**config.mk**
```make
export PLATFORM = sky130hd
export DESIGN_NAME = decode_stage
export DESIGN_NICKNAME = d
export VERILOG_FILES = /design/src/rtl/decode_stage.sv
export SDC_FILE = /design/constraint.sdc
export NUM_CORES = 2
export LEC_CHECK = 0
export CAP_MARGIN = 20
export CORE_MARGIN = 2
export CORE_UTILIZATION = 40
export CTS_BUF_LIST = sky130_fd_sc_hd__clkbuf_4
export CTS_CLUSTER_SIZE = 24
export DETAILED_ROUTE_END_ITERATION = 10
export SETUP_SLACK_MARGIN = 0.05
export SYNTH_ARGS = -nofsm -noshare
export SYNTH_HDL_FRONTEND = slang
export SYNTH_SLANG_ARGS = --single-unit
export TNS_END_PERCENT = 5
```
**constraint.sdc**
```tcl
create_clock -name clk -period 2.38 [get_ports clk]
set_input_delay 0.476 -clock clk [delete_from_list [all_inputs] [get_ports clk]]
set_output_delay 0.476 -clock clk [all_outputs]
set_load 0.005 [all_outputs]
```
**src/rtl/decode_stage.sv**
```systemverilog
// Decode stage: splits RV32I fields, reads the register file, builds immediates and
// control bits, inserts load-use bubbles and registers the result for execute.
module decode_stage #(
    parameter int          NUM_REGS = 32,
    parameter logic [31:0] RESET_PC = 32'h0000_0000
) (
    input  logic        clk,
    input  logic        rst_n,
    input  logic [31:0] instruction_dec,
    input  logic [31:0] pc_dec,
    input  logic        branch,
    input  logic        wb_en,
    input  logic [4:0]  wb_rd,
    input  logic [31:0] wb_data,
    output logic        stall_fe,
    output logic [31:0] rs1_data_ex,
    output logic [31:0] rs2_data_ex,
    output logic [31:0] imm_ex,
    output logic [4:0]  rd_ex,
    output logic [4:0]  rs1_ex,
    output logic [4:0]  rs2_ex,
    output logic [6:0]  opcode_ex,
    output logic [2:0]  funct3_ex,
    output logic [6:0]  funct7_ex,
    output logic [31:0] pc_exe,
    output logic        mem_read_ex,
    output logic        mem_write_ex,
    output logic        reg_write_ex,
    output logic        valid_ex,
    output logic        illegal_ex
);

    localparam logic [6:0] OP_LOAD   = 7'b0000011;
    localparam logic [6:0] OP_IMM    = 7'b0010011;
    localparam logic [6:0] OP_JALR   = 7'b1100111;
    localparam logic [6:0] OP_STORE  = 7'b0100011;
    localparam logic [6:0] OP_BRANCH = 7'b1100011;
    localparam logic [6:0] OP_LUI    = 7'b0110111;
    localparam logic [6:0] OP_AUIPC  = 7'b0010111;
    localparam logic [6:0] OP_JAL    = 7'b1101111;
    localparam logic [6:0] OP_OP     = 7'b0110011;

    typedef struct packed {
        logic [31:0] rs1_data;
        logic [31:0] rs2_data;
        logic [31:0] imm;
        logic [4:0]  rd;
        logic [4:0]  rs1;
        logic [4:0]  rs2;
        logic [6:0]  opcode;
        logic [2:0]  funct3;
        logic [6:0]  funct7;
        logic [31:0] pc;
        logic        mem_read;
        logic        mem_write;
        logic        reg_write;
        logic        valid;
        logic        illegal;
    } ex_t;

    logic [31:0] regs [NUM_REGS];
    logic [6:0]  opcode;
    logic [4:0]  rd;
    logic [4:0]  rs1;
    logic [4:0]  rs2;
    logic [31:0] rs1_val;
    logic [31:0] rs2_val;
    logic [31:0] imm;
    logic        writes_rd;
    logic        illegal;
    logic        hazard;
    logic        bubble;
    ex_t         ex_d;
    ex_t         ex_q;

    assign opcode = instruction_dec[6:0];
    assign rd     = instruction_dec[11:7];
    assign rs1    = instruction_dec[19:15];
    assign rs2    = instruction_dec[24:20];

    // x0 is never written, so it stays at its reset value of zero.
    always_ff @(posedge clk or negedge rst_n) begin
        if (!rst_n) begin
            for (int i = 0; i < NUM_REGS; i++) regs[i] <= '0;
        end else if (wb_en && wb_rd != 5'd0) begin
            regs[wb_rd] <= wb_data;
        end
    end

    // A same-cycle writeback to the source register wins over the stored value.
    assign rs1_val = (rs1 == 5'd0) ? 32'd0 :
                     (wb_en && wb_rd == rs1) ? wb_data : regs[rs1];
    assign rs2_val = (rs2 == 5'd0) ? 32'd0 :
                     (wb_en && wb_rd == rs2) ? wb_data : regs[rs2];

    always_comb begin
        imm       = '0;
        writes_rd = 1'b0;
        illegal   = 1'b0;
        unique case (opcode)
            OP_LOAD, OP_IMM, OP_JALR: begin
                imm       = {{20{instruction_dec[31]}}, instruction_dec[31:20]};
                writes_rd = 1'b1;
            end
            OP_STORE:
                imm = {{20{instruction_dec[31]}}, instruction_dec[31:25], instruction_dec[11:7]};
            OP_BRANCH:
                imm = {{19{instruction_dec[31]}}, instruction_dec[31], instruction_dec[7],
                       instruction_dec[30:25], instruction_dec[11:8], 1'b0};
            OP_LUI, OP_AUIPC: begin
                imm       = {instruction_dec[31:12], 12'b0};
                writes_rd = 1'b1;
            end
            OP_JAL: begin
                imm       = {{11{instruction_dec[31]}}, instruction_dec[31], instruction_dec[19:12],
                             instruction_dec[20], instruction_dec[30:21], 1'b0};
                writes_rd = 1'b1;
            end
            OP_OP:   writes_rd = 1'b1;
            default: illegal = 1'b1;
        endcase
    end

    // stall_fe asks fetch to present the same instruction again next cycle;
    // a flush overrides it because the held instruction is on the wrong path.
    assign hazard   = ex_q.mem_read & ex_q.valid & (ex_q.rd != 5'd0) &
                      ((ex_q.rd == rs1) | (ex_q.rd == rs2));
    assign stall_fe = hazard & ~branch;
    assign bubble   = branch | hazard | (instruction_dec == 32'd0);

    always_comb begin
        ex_d    = '0;
        ex_d.pc = RESET_PC;
        if (!bubble) begin
            ex_d.rs1_data  = rs1_val;
            ex_d.rs2_data  = rs2_val;
            ex_d.imm       = imm;
            ex_d.rd        = rd;
            ex_d.rs1       = rs1;
            ex_d.rs2       = rs2;
            ex_d.opcode    = opcode;
            ex_d.funct3    = instruction_dec[14:12];
            ex_d.funct7    = instruction_dec[31:25];
            ex_d.pc        = pc_dec;
            ex_d.mem_read  = (opcode == OP_LOAD);
            ex_d.mem_write = (opcode == OP_STORE);
            ex_d.reg_write = writes_rd & (rd != 5'd0);
            ex_d.valid     = 1'b1;
            ex_d.illegal   = illegal;
        end
    end

    always_ff @(posedge clk or negedge rst_n) begin
        if (!rst_n) begin
            ex_q    <= '0;
            ex_q.pc <= RESET_PC;
        end else begin
            ex_q <= ex_d;
        end
    end

    assign rs1_data_ex  = ex_q.rs1_data;
    assign rs2_data_ex  = ex_q.rs2_data;
    assign imm_ex       = ex_q.imm;
    assign rd_ex        = ex_q.rd;
    assign rs1_ex       = ex_q.rs1;
    assign rs2_ex       = ex_q.rs2;
    assign opcode_ex    = ex_q.opcode;
    assign funct3_ex    = ex_q.funct3;
    assign funct7_ex    = ex_q.funct7;
    assign pc_exe       = ex_q.pc;
    assign mem_read_ex  = ex_q.mem_read;
    assign mem_write_ex = ex_q.mem_write;
    assign reg_write_ex = ex_q.reg_write;
    assign valid_ex     = ex_q.valid;
    assign illegal_ex   = ex_q.illegal;

endmodule

```
==> impl_metrics.json <==
{
  "grt.total_usage_pct": 26.61,
  "rows": 142,
  "core-area_um2": 149600,
  "worstSetupEndpointType": "primary output",
  "max_cap_violations": 0,
  "critPathLaunchType": "register",
  "grt_pass1_vias": 43600,
  "critical_path.max_fanout": 2,
  "clock-sinks": 1189,
  "synth_area_leaders": "dfrtp_1 (49%), mux2_2 (19%), mux4_2 (17%)",
  "die-height_um": 392.1,
  "setup_slack_ns": -0.8888,
  "grt_antenna_before_repair": 8,
  "p_total_mw": 55.57,
  "dp_hpwl_um": 130900,
  "async_flop_share_pct": 100.0,
  "syn_area_um2": 60240,
  "yosys_register_bits": 1189,
  "crit_arrival_ns": 2.79,
  "start_util_pct": 40.27,
  "syn-num-nets": 4167,
  "port_buffers": 270,
  "netlist_instances": 4062,
  "post-route-period-util_pct": 137.3,
  "ys_warn_count": 0,
  "cts_root_buf": "clkbuf_4",
  "p_leak_nw": 33.30,
  "ant_nets": 0,
  "cp_cell_sequence": "or3_1 -> o311a_1 -> and2_4 -> nor2b_4 -> buf_2",
  "violations": "negative setup slack",
  "hold_slack_ns": 0.1411,
  "fmax_ghz": 0.3059,
  "clkLatencyLatePin_ns": 1.30,
  "p_per_area_nw_per_um2": 751.2,
  "grt_pass1_wl_um": 297600,
  "synth_common_cells": "dfrtp_1 (1,189), mux2_2 (992), mux4_2 (448), clkbuf_1 (271), mux2i_1 (256)",
  "die_area_um2": 153700,
  "ys_seq_area_share_pct": 49.39,
  "run_status": "finished, violations left",
  "wirelength_um": 204700,
  "yosysMostFrequentCell": "dfrtp_1",
  "place_congestion": 0.8470,
  "netlist.area_leader.share_pct": 49.39,
  "cts_max_level": 5,
  "cp.required_ns": 1.90,
  "finalCriticalPeriod_ns": 3.269,
  "final_hold_viol_count": 0,
  "grt_max_degree": 95,
  "place_ws_ns": -0.4050,
  "drive_gt1_share_pct": 54.21,
  "fin_nets": 4900,
  "cts_tree": "done",
  "setup_viol": 106,
  "final_max_slew_viol_count": 0,
  "hp-class": "primary input to register",
  "max_stage_delay_ns": 0.39,
  "crit_type": "register to primary output",
  "synth.avg_cell_area_um2": 14.83,
  "synth-main-ff-cell": "dfrtp_1",
  "route.detailed.drc": 0,
  "grt_use_met2_pct": 42.51,
  "drt_first_pass_iters": 6,
  "busiest_layer": "met2",
  "use_met1_pct": 35.31,
  "grt-ovfl-total": 0,
  "critical_path.top_delay_family": "simple AND/OR/NAND/NOR gates",
  "met3_usage_pct": 6.100,
  "synth-edff-count": 0,
  "worst-path-buf-inv": 1,
  "cts_buffers": 336,
  "critPathSlowestCell": "dfrtp_1",
  "wl_per_cell_um": 29.14,
  "yosys.area.top_type": "dfrtp_1",
  "io_pins": 271,
  "fin_skew_ns": 0.08744,
  "drt_iter0_drc": 3349,
  "grt_setup_unrepaired": "true",
  "syn2layout_area_growth_pct": 22.81,
  "synth.distinct_cells": 54,
  "cts_buffer_depth": 4,
  "clk_pin_slew_ns": 0.06,
  "vias_per_cell": 5.942,
  "ir_worst_vdd_mv": 0.5413,
  "dieWidth_um": 392.1,
  "max_slew_margin_pct": 56.09,
  "worst_pin_slew_ns": 0.6586,
  "dr_total_vias": 41750
}
==> final timing paths <==
kind	from	to	slack, ns	cells after the start
worst max-delay path	rd_ex[1]$_DFF_PN0_	stall_fe	-0.89	5
worst min-delay path	wb_data[2]	rs2_data_ex[2]$_DFF_PN0_	0.14	3
worst max register to register	rd_ex[1]$_DFF_PN0_	rs2_data_ex[31]$_DFF_PN0_	-0.25	9
worst min register to register	regs[1010]$_DFFE_PN0P_	regs[1010]$_DFFE_PN0P_	0.40	0
max in group asynchronous	rst_n	rs2_data_ex[4]$_DFF_PN0_	1.09	6
min in group asynchronous	rst_n	regs[919]$_DFFE_PN0P_	0.54	4
==> cells in the final DEF, fill, tap and decap left out, types with 8 or more instances in the layout <==
cell / count
clkdlybuf4s50_1: 95
buf_4: 327
nor2_4: 19
a21oi_1: 39
a31oi_1: 32
a41o_1: 32
xnor2_1: 11
nand2_1: 90
mux2_2: 992
a221oi_1: 32
nand2_2: 9
a21oi_2: 16
and3_1: 64
buf_12: 165
buf_2: 68
dfrtp_2: 25
clkinv_1: 59
a32o_1: 60
nand3_1: 38
nor2_1: 12
buf_6: 37
xor2_1: 8
mux4_2: 448
clkbuf_4: 471
dfrtp_1: 1164
a22oi_1: 134
mux2i_1: 256
clkinv_2: 9
dlygate4sd3_1: 88
o21ai_0: 36
clkbuf_2: 70
==> report_power, final <==
part | switching (mW) | internal, mW
sequential | 2.53 | 23.7
combinational | 4.53 | 7.04
clock | 8.74 | 9.03
==> layer usage <==
layer  share of wire [%]  routed length (um)
met1                  42               85710
met2                  47               97120
met3                 7.2               14750
met4                 3.5                7066
met5               0.026                  53
==> state kept, by name, summed over array words and instances, names as in the netlist <==
name	flops
rd_ex	5
regs	1024
rs2_data_ex	32
illegal_ex	1
pc_exe	32
valid_ex	1
mem_read_ex	1
funct3_ex	3
rs1_data_ex	32
rs1_ex	5
rs2_ex	5
imm_ex	32
mem_write_ex	1
reg_write_ex	1
opcode_ex	7
funct7_ex	7
==> logic make-up after synthesis <==
| group | share of synthesized area, % |
|---|---|
| AOI/OAI and AO/OA | 5.020 |
| xor gates and xnor gates | 0.2908 |
| buffers and inverters | 3.167 |
| DFF | 49.39 |
| muxes | 39.55 |
| and+or+nand+nor | 2.584 |
==> stage by stage <==
step                instance area, um^2  util [%]  std cells  setup TNS [ns]
global route                      73970     49.45       7024          -15.51
floorplan                         60240         -       4062               0
CTS                               74210     49.61       7016          -21.19
detailed placement                69630     46.54       6380         -199.79
finish                            73980     49.45       7026          -10.54
global placement                  69630     46.54       6380         -178.50
==> layout make-up <==
class / count / area [um^2]
tap: 2016 / 2522
clock inverter: 75 / 292.8
inverter: 3 / 16.27
antenna: 7 / 17.52
fill: 13040 / 75620
multi-input combinational: 2407 / 28960
clock buffer: 471 / 3536
sequential: 1189 / 29780
timing repair buffer: 858 / 8852
==> worst reg2reg max path: cells and delay by family, from the launching register on <==
| kind | cells | cell delay (ns) |
|---|---|---|
| flip-flops | 1 | 0.39 |
| buffers and inverters | 4 | 0.67 |
| AND/OR/NAND/NOR | 2 | 0.64 |
| AO/OA/AOI/OAI | 3 | 0.83 |
==> what timing repair did <==
action / in CTS / in global routing
gates cloned: 0 / 1
endpoints found under the setup margin: 205 / 309
hold endpoints to repair: 1371 / 0
pin swaps: 18 / 10
resized for setup: 528 / 169
hold buffers: 89 / 0
setup buffers: 1 / 3
Note: power is estimated with default switching activity, not from simulation.
